<file path="src/rtl/fetch_unit_pkg.sv">
// fetch_unit_pkg: shared widths, marker default, fetch state and queue entry types
package fetch_unit_pkg;
    localparam int INSTR_W = 32;
    localparam int ADDR_W = 64;
    localparam int PC_STEP = 4;
    localparam logic [INSTR_W-1:0] END_MARKER_DEF = 32'hABCDDCBA;
    typedef enum logic {FETCH, HALT} fetch_state_t;
    typedef struct packed {
        logic [ADDR_W-1:0] pc;
        logic [INSTR_W-1:0] instr;
    } entry_t;
endpackage

</file>
<file path="src/rtl/fetch_unit_if.sv">
// fetch_unit_if: instruction-memory, redirect and decode handshake bundle
interface fetch_unit_if;
    import fetch_unit_pkg::*;
    logic [ADDR_W-1:0] imem_addr;
    logic [INSTR_W-1:0] imem_data;
    logic redirect;
    logic [ADDR_W-1:0] redirect_pc;
    logic dec_ready;
    logic dec_valid;
    logic [INSTR_W-1:0] dec_instr;
    logic [ADDR_W-1:0] dec_pc;
    logic halted;
    modport master(
        output imem_addr, dec_valid, dec_instr, dec_pc, halted,
        input imem_data, redirect, redirect_pc, dec_ready
    );
    modport slave(
        input imem_addr, dec_valid, dec_instr, dec_pc, halted,
        output imem_data, redirect, redirect_pc, dec_ready
    );
endinterface

</file>
<file path="src/rtl/fetch_queue.sv">
// fetch_queue: circular FIFO of fetched entries with flush and push-while-full-and-popping
module fetch_queue
    import fetch_unit_pkg::*;
#(
    parameter int DEPTH = 2
) (
    input  logic   clk,
    input  logic   rst,
    input  logic   flush,
    input  logic   push,
    input  logic   pop,
    input  entry_t din,
    output entry_t dout,
    output logic   full,
    output logic   empty
);
    localparam int PW = $clog2(DEPTH);
    entry_t mem [DEPTH];
    logic [PW-1:0] rptr, wptr;
    logic [PW:0] cnt;
    logic do_push, do_pop;
    assign full = cnt == (PW+1)'(DEPTH);
    assign empty = cnt == '0;
    assign do_pop = pop && !empty;
    assign do_push = push && (!full || do_pop);
    assign dout = mem[rptr];
    // storage is cleared on reset so the head reads zero; flush only rewinds the pointers
    always_ff @(posedge clk) begin
        if (rst) begin
            rptr <= '0;
            wptr <= '0;
            cnt <= '0;
            for (int i = 0; i < DEPTH; i++) mem[i] <= '0;
        end else if (flush) begin
            rptr <= '0;
            wptr <= '0;
            cnt <= '0;
        end else begin
            if (do_push) begin
                mem[wptr] <= din;
                wptr <= wptr + 1'b1;
            end
            if (do_pop) rptr <= rptr + 1'b1;
            cnt <= cnt + (PW+1)'(do_push) - (PW+1)'(do_pop);
        end
    end
endmodule

</file>
<file path="src/rtl/fetch_unit.sv">
// fetch_unit: PC, memory settle counter and halt FSM feeding a fetch queue toward decode
module fetch_unit
    import fetch_unit_pkg::*;
#(
    parameter logic [ADDR_W-1:0] RESET_PC = 64'h0,
    parameter int MEM_WAIT_CYCLES = 1,
    parameter int QUEUE_DEPTH = 2,
    parameter logic [INSTR_W-1:0] END_MARKER = END_MARKER_DEF
) (
    input logic clk,
    input logic rst,
    fetch_unit_if.master bus
);
    localparam logic [2:0] WAIT = 3'(MEM_WAIT_CYCLES);
    fetch_state_t state, state_n;
    logic [ADDR_W-1:0] pc, pc_n;
    logic [2:0] wcnt, wcnt_n;
    logic settled, marker, push, pop, full, empty;
    entry_t wr_entry, head;
    assign settled = state == FETCH && wcnt == WAIT;
    assign marker = settled && bus.imem_data == END_MARKER;
    assign pop = !empty && bus.dec_ready;
    assign push = settled && !marker && (!full || pop);
    assign wr_entry = '{pc: pc, instr: bus.imem_data};
    assign bus.imem_addr = pc;
    assign bus.dec_valid = !empty;
    assign bus.dec_instr = head.instr;
    assign bus.dec_pc = head.pc;
    assign bus.halted = state == HALT;
    fetch_queue #(.DEPTH(QUEUE_DEPTH)) u_queue (
        .clk(clk),
        .rst(rst),
        .flush(bus.redirect),
        .push(push),
        .pop(pop),
        .din(wr_entry),
        .dout(head),
        .full(full),
        .empty(empty)
    );
    // state, PC and settle counter registers
    always_ff @(posedge clk) begin
        if (rst) begin
            state <= FETCH;
            pc <= RESET_PC;
            wcnt <= '0;
        end else begin
            state <= state_n;
            pc <= pc_n;
            wcnt <= wcnt_n;
        end
    end
    // redirect wins; otherwise settle, halt on marker, or advance after a push
    always_comb begin
        state_n = state;
        pc_n = pc;
        wcnt_n = wcnt;
        if (bus.redirect) begin
            state_n = FETCH;
            pc_n = bus.redirect_pc & ~ADDR_W'(3);
            wcnt_n = '0;
        end else if (state == FETCH) begin
            if (wcnt < WAIT) wcnt_n = wcnt + 3'd1;
            else if (marker) state_n = HALT;
            else if (push) begin
                pc_n = pc + ADDR_W'(PC_STEP);
                wcnt_n = '0;
            end
        end
    end
endmodule

</file>
<file path="src/flat_wrapper.sv">
// flat-port wrapper written by rule: the top's interface ports become plain ports
module fetch_unit_flat import fetch_unit_pkg::*;
#(
    parameter logic [ADDR_W-1:0] RESET_PC = 64'h0,
    parameter int MEM_WAIT_CYCLES = 1,
    parameter int QUEUE_DEPTH = 2,
    parameter logic [INSTR_W-1:0] END_MARKER = END_MARKER_DEF
)
  (clk, rst, bus_imem_addr, bus_dec_valid, bus_dec_instr, bus_dec_pc, bus_halted, bus_imem_data, bus_redirect, bus_redirect_pc, bus_dec_ready);
  fetch_unit_if bus_i ();
  input logic clk;
  input logic rst;
  output wire logic [$bits(bus_i.imem_addr)-1:0] bus_imem_addr;
  output wire logic [$bits(bus_i.dec_valid)-1:0] bus_dec_valid;
  output wire logic [$bits(bus_i.dec_instr)-1:0] bus_dec_instr;
  output wire logic [$bits(bus_i.dec_pc)-1:0] bus_dec_pc;
  output wire logic [$bits(bus_i.halted)-1:0] bus_halted;
  input wire logic [$bits(bus_i.imem_data)-1:0] bus_imem_data;
  input wire logic [$bits(bus_i.redirect)-1:0] bus_redirect;
  input wire logic [$bits(bus_i.redirect_pc)-1:0] bus_redirect_pc;
  input wire logic [$bits(bus_i.dec_ready)-1:0] bus_dec_ready;
  assign bus_imem_addr = bus_i.imem_addr;
  assign bus_dec_valid = bus_i.dec_valid;
  assign bus_dec_instr = bus_i.dec_instr;
  assign bus_dec_pc = bus_i.dec_pc;
  assign bus_halted = bus_i.halted;
  assign bus_i.imem_data = bus_imem_data;
  assign bus_i.redirect = bus_redirect;
  assign bus_i.redirect_pc = bus_redirect_pc;
  assign bus_i.dec_ready = bus_dec_ready;
  fetch_unit #(.RESET_PC(RESET_PC), .MEM_WAIT_CYCLES(MEM_WAIT_CYCLES), .QUEUE_DEPTH(QUEUE_DEPTH), .END_MARKER(END_MARKER)) u_core (.clk(clk), .rst(rst), .bus(bus_i));
endmodule
</file>
<file path="config.mk">
export PLATFORM = sky130hd
export DESIGN_NAME = fetch_unit_flat
export DESIGN_NICKNAME = d
export VERILOG_FILES = /design/src/rtl/fetch_unit_pkg.sv /design/src/rtl/fetch_unit_if.sv /design/src/rtl/fetch_queue.sv /design/src/rtl/fetch_unit.sv /design/src/flat_wrapper.sv
export SDC_FILE = /design/constraint.sdc
export NUM_CORES = 1
export LEC_CHECK = 0
export BUFFER_PORTS_ARGS = -buffer_cell sky130_fd_sc_hd__buf_2
export CAP_MARGIN = 5
export CORE_MARGIN = 2
export CORE_UTILIZATION = 56
export DETAILED_ROUTE_END_ITERATION = 8
export PLACE_DENSITY = 0.88
export SLEW_MARGIN = 20
export SYNTH_ARGS = -nofsm -noshare
export SYNTH_HDL_FRONTEND = slang
export SYNTH_SLANG_ARGS = --single-unit
</file>
<file path="constraint.sdc">
create_clock -name clk -period 3.55 [get_ports clk]
set_input_delay 0.355 -clock clk [delete_from_list [all_inputs] [get_ports clk]]
set_output_delay 0.355 -clock clk [all_outputs]
set_load 0.01 [all_outputs]
</file>
==> impl_results.md, run 1 <==
* Outcome: finished clean
* IR Drop Worst-Case VDD at 0.384 mV
* Std-Cell Core Area at 0.0226 mm2
* Chip Width at 156 um
* Cell count after placement at 1,573
* Last weighted congestion value of the routability-driven placer at 0.883
* Initial antenna violation count at 8
* Per-cell routed wire length at 20.7 um
* Count of yosys warnings during synthesis at 0
* Area share of the leading cell type in the synthesized netlist at 0.438
* Remaining antenna violation count after routing at 0
* Static leakage at 0.00601 uW
* Peak clock frequency supported by timing at 342 MHz
* RSZ-0062 raised after global routing: false
* Wire length of the first global-routing pass at 50.8 mm
* Detailed-placement wirelength estimate at 22.6 mm
* Type of the tightest min-delay check: in2reg
* Worst hold path startpoint: bus_redirect_pc[24]
* Main synth FF type: edfxtp_1
* Number of register bits inferred by synthesis at 259
* Number of buffers inserted for hold repair after clock tree synthesis at 0
* Hold Vio Cnt, Final at 0
* Area growth, synth to finish at 18.7%
* Fin crit share at 0.824
* Final cell area excluding filler cells at 0.0153 mm2
* I/O Pins at 262
* Post-synthesis cell type with the largest combined area: edfxtp_1
* Type of element capturing the critical path: flop
* Remaining DRCs at 0
* Number of pins with negative max-slew slack in the final report at 0
* Crit Path Category: reg2reg
* Number of global-route vias before repair at 9,394
* Clk pin slew, worst setup/hold paths at 0.07 ns
* Synthesized instance count at 1,085
* Sum of buffers and inverters on the critical path at 1
* Leading post-synthesis cells by cell area: edfxtp_1 (44%), dfxtp_1 (11%), and2_1 (9.5%)
* Root Buffer Master: clkbuf_16
* Combined area of all synthesized cells at 0.0129 mm2
* Final Setup Violations at 0
* Setup Total Neg Slack at 0 ns
* Launch point of the worst reg-to-reg path: u_core.wcnt[0]
* Number of optimization iterations in the first detailed-route pass at 5
* Crit path max fanout at 34
* Number of max-cap violations at 0
* Overflow left after global routing at 0
* Vias per Instance at 6.06
* Setup repair bufs after CTS at 0
* Placed inst area at 0.0144 mm2
* Slew @ Worst Pin at 0.967 ns
* Worst relative slew slack at 0.355
* Critical path data arrival time at 3.36 ns
* Starting utilization of the core area at 0.569
* Pre-CTS setup slack at 0.676 ns
* Die height at 156 um
* Final critical path time including I/O delays and setup at 2.92 ns
* Total routed wirelength at 33.7 mm
* Via count at 9,868
* # H-tree levels at 1
* Share of post-route cells with drive strength above 1 at 0.346
* Worst Setup Slack, final at 0.626 ns
* Crit path launch: u_core.wcnt[0]
* Die outline area at 0.0242 mm2
* Category of cells accounting for the largest share of critical-path delay: compound AO/OA/AOI/OAI gates
* Startpoint Class: flop
* Buffers from clock root to sink, at most at 3
* Number of rows created at floorplan at 55
* Number of distinct library cells after synthesis at 71
* Clock latency reported for the late side of the worst-skew pair at 0.53 ns
* Post-synth EDFFs at 188
* Number of buffers created by CTS at 27
* Clock sink count at 259
* GRT Overall Usage at 0.266
* Cell-by-cell listing of the critical path: ha_1, nand2b_4, a2111o_1, a21o_1, buf_4, or4_1, a311oi_1
* Resized cells post-CTS at 0
* IO buf count at 255
* Required time of the worst setup path at 3.98 ns
* Pin count of the biggest net entering global routing at 95
* Critical path's largest stage delay at 0.73 ns
* Slowest stage cell on the critical path: a2111o_1
* Largest clock skew in the final design at 0.0191 ns
* Final layout net count at 1,422
* Post-synthesis sequential area ratio at 0.549
* Mean instance size in the synthesized netlist at 11.9 um2
* Share of synthesized registers carrying an async set or reset at 0
* First-iteration detailed-routing DRC count at 870
* Final Instance Count excl. Fillers at 1,628
* Power per cell area at 454 mW/mm2
* CTS tree: built
[cells in the final DEF, fill, tap and decap left out, types with 8 or more instances in the layout]
cell type    n
a2111oi_2   10
a211oi_1    17
a21oi_1     11
a311oi_1    25
and2_1     196
and3_1      17
and4_1      14
buf_2      255
buf_4       23
clkbuf_16   28
clkinv_2     8
dfxtp_1     70
edfxtp_1   188
inv_1       23
mux2_2      94
nand2_1     32
nand3_1     24
nand4_1     23
nor2_1      66
nor3_1      10
nor4_1      12
o21ai_0     13
o31ai_1     10
or4_1       11
xnor2_1     17
[synth_stat cells (10+ instances only)]
library cell,number
nand3_1,24
a311oi_1,25
and4_1,14
a2111oi_2,10
and3_1,18
a211oi_1,17
mux2_2,94
dfxtp_1,71
inv_1,24
o31ai_1,10
nand2_1,32
nor4_1,14
buf_2,11
xnor2_1,17
a21oi_1,11
and2_1,196
or4_1,11
edfxtp_1,188
nor3_1,10
o21ai_0,13
nor2_1,66
nand4_1,23
clkbuf_1,52
[cell families (layout without fill, tap and decap cells)]
group                      count (synthesis)  in the layout  share of synthesized area
AOI/OAI and AO/OA                        140            140                     0.0954
DFF                                      259            259                      0.549
adders and majority gates                  5              5                    0.00486
buffers and inverters                    104            353                     0.0369
and+or+nand+nor                          464            464                      0.219
muxes                                     94             94                     0.0822
other                                      1             10                   0.000291
xor gates and xnor gates                  18             18                     0.0122
[power by group]
part	total, uW	internal [uW]	switching, uW
logic	604	260	344
clock network	2810	1630	1180
registers	3520	3380	141
total	6940	5270	1660
[path summary, 6_finish.rpt]
check / end / slack [ns] / depth (start not counted)
max: u_core.bus.imem_addr[47] / 0.63 / 7
min reg2reg: u_core.wcnt[2] / 0.51 / 2
min: u_core.bus.imem_addr[24] / 0.05 / 2
max reg2reg: u_core.bus.imem_addr[47] / 0.63 / 7
[worst register-to-register path, stage by stage (launching register included)]
cell and delay [ns]:
dfxtp_1 0.40, ha_1 0.22, nand2b_4 0.07, a2111o_1 0.73, a21o_1 0.33, buf_4 0.24, or4_1 0.54, a311oi_1 0.30
[layout make-up]
| class | instances | area, um2 |
|---|---|---|
| fill | 1641 | 7360 |
| sequential | 259 | 7070 |
| inverter | 24 | 90.1 |
| timing repair buffer | 280 | 1490 |
| antenna | 6 | 15.0 |
| clock inverter | 17 | 150 |
| clock buffer | 32 | 736 |
| tap | 285 | 357 |
| multi-input combinational | 725 | 5370 |
[flip-flops by register name, indices dropped and copies added, names as in the netlist, named ones only]
name / count
u_core.bus.halted: 1
u_core.bus.imem_addr: 62
u_core.u_queue.cnt: 2
u_core.u_queue.mem: 188
u_core.u_queue.rptr: 1
u_core.u_queue.wptr: 1
u_core.wcnt: 3
[stage by stage]
step / total power [uW] / utilization / hold WS (ns)
floorplan: 3880 / - / 0.451
global placement: 4160 / 0.635 / 0.474
detailed placement: 4190 / 0.635 / 0.499
CTS: 6970 / 0.674 / 0.0354
global route: 7150 / 0.675 / 0.0577
finish: 6940 / 0.675 / 0.0531
[metal layers]
metal	GRT usage	vias to the layer above	share of wire
met1	0.354	4779	0.41
met3	0.0500	90	0.080
met4	0.102	4	0.035
met5	0	-	0.00077
li1	-	4531	-
met2	0.436	464	0.48
No activity file was read; power rests on OpenSTA's default activity.
==> run 2: changes to the inputs <==
==> constraint.sdc (replaced) <==
create_clock -name clk -period 3 [get_ports clk]
set_input_delay 0.3 -clock clk [delete_from_list [all_inputs] [get_ports clk]]
set_output_delay 0.3 -clock clk [all_outputs]
set_load 0.01 [all_outputs]
==> impl_results.md, run 2 (synthesis gave the netlist of run 1 again) <==
* Buffers from clock root to sink, at most at 3 (unchanged)
* Top register by number of flip-flops: u_core.u_queue.mem
* Clock latency reported for the late side of the worst-skew pair at 0.54 ns (about the same)
* Fin crit share at 0.937 (+0.114)
* Crit path max fanout at 37 (+8.8%)
* Number of buffers created by CTS at 26 (-3.7%)
* Max reg flops at 188 (unchanged)
* Pin count of the biggest net entering global routing at 95 (unchanged)
* Die outline area at 0.0242 mm2 (unchanged)
* Last weighted congestion value of the routability-driven placer at 0.910 (+3.0%)
* Per-cell routed wire length at 20.6 um (-0.61%)
* Number of pins with negative max-slew slack in the final report at 0 (unchanged)
* Remaining DRCs at 0 (unchanged)
* Slew @ Worst Pin at 0.869 ns (-0.0979 ns)
* CTS tree: built
* Static leakage at 0.00607 uW (+1.1%)
* # H-tree levels at 1 (unchanged)
* First-iteration detailed-routing DRC count at 851 (-2.2%)
* Via count at 9,973 (+1.1%)
* Largest clock skew in the final design at 0.0321 ns (+0.0130 ns)
* Detailed-placement wirelength estimate at 22.8 mm (+1.1%)
* Type of element capturing the critical path: flop
* Number of optimization iterations in the first detailed-route pass at 6 (+1)
* Total routed wirelength at 33.8 mm (+0.12%)
* Crit path launch: u_core.wcnt[0]
* Worst relative slew slack at 0.421 (+0.0653)
* Final Setup Violations at 0 (unchanged)
* Wire length of the first global-routing pass at 51.3 mm (+1.1%)
* Startpoint Class: flop
* Most common cell after layout, fill and taps aside: buf_2
* Chip Width at 156 um (unchanged)
* Power per cell area at 531 mW/mm2 (+17%)
* Clock sink count at 259 (unchanged)
* Commonest cells after routing, fill and taps aside: buf_2 (255), and2_1 (196), edfxtp_1 (188)
* Hold Vio Cnt, Final at 0 (unchanged)
* Critical path data arrival time at 3.23 ns (-0.13 ns)
* IO buf count at 255 (unchanged)
* Vias per Instance at 6.08 (+0.32%)
* Required time of the worst setup path at 3.41 ns (-0.57 ns)
* Std-Cell Core Area at 0.0226 mm2 (unchanged)
* Type of the tightest min-delay check: in2reg
* Clk pin slew, worst setup/hold paths at 0.07 ns (about the same)
* I/O Pins at 262 (unchanged)
* Root Buffer Master: clkbuf_16
* Setup Total Neg Slack at 0 ns (unchanged)
* Overflow left after global routing at 0 (unchanged)
* IR Drop Worst-Case VDD at 0.432 mV (+12%)
* Peak clock frequency supported by timing at 356 MHz (+4.0%)
* Hold_ws at 0.0216 ns (-0.0316 ns)
* Die height at 156 um (unchanged)
* Final critical path time including I/O delays and setup at 2.81 ns (-0.111 ns)
* Number of rows created at floorplan at 55 (unchanged)
* GRT Overall Usage at 0.269 (+0.00254)
* Final layout net count at 1,433 (+0.77%)
* Share of post-route cells with drive strength above 1 at 0.350 (+0.00438)
* Area growth, synth to finish at 19.7%
* Starting utilization of the core area at 0.569 (unchanged)
* Launch point of the worst reg-to-reg path: u_core.wcnt[0]
* Worst hold path startpoint: bus_redirect_pc[57]
* Initial antenna violation count at 7 (-1)
* Remaining antenna violation count after routing at 0 (unchanged)
* Crit Path Category: reg2reg
* RSZ-0062 raised after global routing: false
* Outcome: finished clean
* Number of max-cap violations at 0 (unchanged)
* Number of global-route vias before repair at 9,601 (+2.2%)
-- run 2: changes by cell type in the layout (fill, tap and decap cells not counted) --
cell,change
buf_12,+4
dlygate4sd3_1,+3
clkinvlp_4,+1
inv_4,+1
clkinv_1,-2
clkinv_8,-1
clkinv_4,+1
diode_2,+3
inv_6,-1
clkinv_2,-2
buf_4,+5
a2111o_1,-1
a2111o_2,+1
-- run 2: area by class of cell --
type                    count  area, um2
clock inverters            14        130
clock buffers              32        736
diodes                      9       22.5
fillers                  1595       7220
flip-flops and latches    259       7070
multi-input cells         725       5380
repair buffers            292       1640
well taps                 285        357
inverters                  24       90.1
-- run 2: metrics by stage --
step	power (uW)	setup WS (ns)	util	instance area (um2)	cells
5_1_grt	8430	0.0790	0.681	15400	1637
2_1_floorplan	4590	0.196	-	12900	1088
3_3_place_gp	4930	0.322	0.640	14500	1582
3_5_place_dp	4960	0.232	0.640	14500	1582
6_report	8180	0.188	0.681	15400	1640
4_1_cts	8200	0.189	0.680	15400	1631
-- run 2: worst paths after layout --
kind,endpoint,slack [ns],cells past startpoint
max,u_core.bus.imem_addr[29],0.19,7
min reg2reg,u_core.wcnt[2],0.51,2
min,u_core.bus.imem_addr[57],0.02,3
max reg2reg,u_core.bus.imem_addr[29],0.19,7
-- run 2: what timing repair did --
| item | 4_1_cts | 5_1_grt |
|---|---|---|
| gates resized for setup | 0 | 1 |
| hold buffers | 3 | 0 |
| setup buffers | 0 | 0 |
| endpoints found under the setup margin | 0 | 1 |
| hold endpoints to repair | 3 | 0 |
-- run 2: critical path: stages, from the launching register on --
cell,delay [ns]
dfxtp_1,0.41
ha_1,0.23
nand2b_4,0.07
a2111o_2,0.60
a21o_1,0.20
buf_4,0.24
or4_1,0.55
a311oi_1,0.38
-- run 2: power breakdown --
part | internal [uW] | leakage, uW | switching [uW]
registers | 4000 | 0.00253 | 164
clock network | 1910 | 0.000428 | 1370
logic | 322 | 0.00311 | 414
total | 6240 | 0.00607 | 1950
-- run 2: layer usage --
| metal | routed length [um] | global-route usage |
|---|---|---|
| met1 | 13600 | 0.350 |
| met2 | 16400 | 0.449 |
| met3 | 2640 | 0.0467 |
| met4 | 1100 | 0.108 |
| met5 | 13 | 0 |
==> run 3: changes to the inputs <==
--- a/config.mk
+++ b/config.mk
@@ -10,7 +10,7 @@
 export CORE_MARGIN = 2
 export CORE_UTILIZATION = 56
 export DETAILED_ROUTE_END_ITERATION = 8
-export PLACE_DENSITY = 0.88
+export PLACE_DENSITY = 0.78
 export SLEW_MARGIN = 20
 export SYNTH_ARGS = -nofsm -noshare
 export SYNTH_HDL_FRONTEND = slang
==> impl_results.md, run 3 (synthesis gave the netlist of run 1 again) <==
* Outcome: finished clean
* Area of combinational cells with multiple inputs at 0.00537 mm2 (about the same)
* Share of the core filled with cells in the final layout at 0.684 (+0.00293)
* Clk network pwr share at 0.409 (+0.008)
* Register share of total power at 0.503 (-0.006)
* Number of buffers created by CTS at 27 (+3.8%)
* Root Buffer Master: clkbuf_16
* Static leakage at 0.00611 uW (+0.54%)
* Launch point of the worst reg-to-reg path: u_core.wcnt[0]
* Peak clock frequency supported by timing at 372 MHz (+4.7%)
* Crit Path Category: reg2reg
* Resized cells post-CTS at 0 (unchanged)
* Area taken by flip-flops and latches at 0.00707 mm2 (unchanged)
* P_sw at 1920 uW (-1.3%)
* RSZ-0062 raised after global routing: false
* Die outline area at 0.0242 mm2 (unchanged)
* Number of filler instances in the final layout at 1,663 (+4.3%)
* Number of optimization iterations in the first detailed-route pass at 5 (-1)
* Number of rows created at floorplan at 55 (unchanged)
* Slew @ Worst Pin at 0.950 ns (+0.0811 ns)
* Wire length of the first global-routing pass at 51.5 mm (+0.29%)
* First-iteration detailed-routing DRC count at 838 (-1.5%)
* Total met2 wirelength after detailed routing at 15.8 mm (-4.0%)
* Worst Setup Slack, final at 0.313 ns (+0.125 ns)
* Final layout net count at 1,438 (+0.35%)
* Starting utilization of the core area at 0.569 (unchanged)
* Fin crit share at 0.896 (-0.0418)
* Final Setup Violations at 0 (unchanged)
* Remaining antenna violation count after routing at 0 (unchanged)
* Pin count of the biggest net entering global routing at 95 (unchanged)
* # H-tree levels at 1 (unchanged)
* Worst reg-to-reg setup slack at 0.31 ns (+0.13 ns)
* Detailed route wirelength on metal3 at 2.43 mm (-8.1%)
* Clock latency reported for the late side of the worst-skew pair at 0.54 ns (about the same)
* Startpoint Class: flop
* Area growth, synth to finish at 20.2%
* Cell internal power dissipation at 6360 uW (+2.0%)
* Combinational power share at 0.088 (-0.002)
* CTS tree: built
* Type of element capturing the critical path: flop
* Setup repair bufs after CTS at 0 (unchanged)
* IR Drop Worst-Case VDD at 0.419 mV (-2.9%)
* Number of max-cap violations at 0 (unchanged)
* Initial antenna violation count at 5 (-2)
* Required time of the worst setup path at 3.21 ns (-0.20 ns)
* Highest Signal Layer: met5
* Detailed-placement wirelength estimate at 22.6 mm (-0.85%)
* Buffers from clock root to sink, at most at 3 (unchanged)
* Depth of the worst register-to-register path at 7 (unchanged)
* Most common cell after layout, fill and taps aside: buf_2
* Number of global-route vias before repair at 9,445 (-1.6%)
* Via count at 9,875 (-0.98%)
* I/O Pins at 262 (unchanged)
* Last weighted congestion value of the routability-driven placer at 0.906 (-0.36%)
* Category of cells accounting for the largest share of critical-path delay: compound AO/OA/AOI/OAI gates
* Share of post-route cells with drive strength above 1 at 0.349 (-0.00107)
* Cell-by-cell listing of the critical path: ha_1, nand2b_4, a211o_1, a21oi_1, and3_2, or2_4, buf_4
* Top register by number of flip-flops: u_core.u_queue.mem
* Total routed wirelength at 33.6 mm (-0.62%)
* Worst relative slew slack at 0.367 (-0.0541)
* Commonest cells after routing, fill and taps aside: buf_2 (255), and2_1 (196), edfxtp_1 (188)
* Switching share of power at 0.232 (-0.00591)
* Crit path launch: u_core.wcnt[0]
* Largest clock skew in the final design at 0.0256 ns (-0.00643 ns)
* Per-cell routed wire length at 20.4 um (-0.74%)
* Vias per Instance at 6.01 (-1.1%)
* Sum of buffers and inverters on the critical path at 1 (unchanged)
* Pre-CTS setup slack at 0.246 ns (+0.0136 ns)
* Setup Total Neg Slack at 0 ns (unchanged)
* Final critical path time including I/O delays and setup at 2.69 ns (-0.125 ns)
* Type of the tightest min-delay check: in2reg
* Overflow left after global routing at 0 (unchanged)
* Critical path's largest stage delay at 0.41 ns (-0.19 ns)
* Max reg flops at 188 (unchanged)
* Clk pin slew, worst setup/hold paths at 0.07 ns (about the same)
* Power per cell area at 535 mW/mm2 (+0.76%)
* Slowest stage cell on the critical path: dfxtp_1
* IO buf count at 255 (unchanged)
* Number of pins with negative max-slew slack in the final report at 0 (unchanged)
* Number of cells on the critical path at 7 (unchanged)
* GRT Overall Usage at 0.270 (+0.000887)
* Std-Cell Core Area at 0.0226 mm2 (unchanged)
* Chip Width at 156 um (unchanged)
* Die height at 156 um (unchanged)
* Critical path data arrival time at 2.89 ns (-0.34 ns)
* Wire length on met1 at 14.3 mm (+4.9%)
* Clock sink count at 259 (unchanged)
* Crit path capture: u_core.u_queue.mem[1][22]
* Worst reg2reg path endpoint: u_core.u_queue.mem[1][22]
* Crit path max fanout at 19 (-49%)
* Remaining DRCs at 0 (unchanged)
* Hold Vio Cnt, Final at 0 (unchanged)
* Post-layout total power at 8280 uW (+1.2%)
==> run 3: layout make-up <==
class,count,area share
inverters,24,0.00582
repair buffers,296,0.108
clock inverters,10,0.00857
clock buffers,39,0.0498
flip-flops and latches,259,0.457
diodes,4,0.000646
multi-input cells,725,0.347
well taps,285,0.0230
==> run 3: metrics by stage <==
| stage | std cells | hold WS (ns) | area, um2 |
|---|---|---|---|
| after floorplan | 1088 | 0.423 | 12900 |
| after global placement | 1586 | 0.470 | 14500 |
| after detailed placement | 1586 | 0.482 | 14500 |
| after CTS | 1638 | 0.00435 | 15500 |
| after global routing | 1640 | 0.0122 | 15500 |
| final | 1642 | 0.0171 | 15500 |
==> run 3: power by group through the flow <==
stage | registers, uW | clock network (uW) | logic, uW
finish | 4170 | 3380 | 730
floorplan | 4200 | 0 | 392
CTS | 4160 | 3430 | 732
global route | 4190 | 3570 | 792
detailed placement | 4240 | 0 | 723
global placement | 4220 | 0 | 713
==> run 3: how the worst min path moves through the flow <==
stage	from	end	slack, ns	depth (start not counted)
2_1_floorplan	bus_redirect_pc[55]	u_core.bus.imem_addr[55]	0.42	2
3_3_place_gp	u_core.wcnt[2]	u_core.wcnt[2]	0.47	2
3_5_place_dp	u_core.wcnt[2]	u_core.wcnt[2]	0.48	2
4_1_cts	bus_redirect_pc[57]	u_core.bus.imem_addr[57]	0.004	3
5_1_grt	bus_redirect_pc[59]	u_core.bus.imem_addr[59]	0.01	3
6_report	bus_redirect_pc[45]	u_core.bus.imem_addr[45]	0.02	2
==> run 3: timing repair <==
action,in CTS,in global routing
hold buffers,3,0
endpoints found under the setup margin,0,0
endpoints found under the hold margin,3,0
==> run 3: per-layer routing <==
layer | vias up | global-route usage
met5 | - | 0
met4 | 4 | 0.0983
li1 | 4559 | -
met3 | 90 | 0.0447
met2 | 443 | 0.430
met1 | 4779 | 0.375
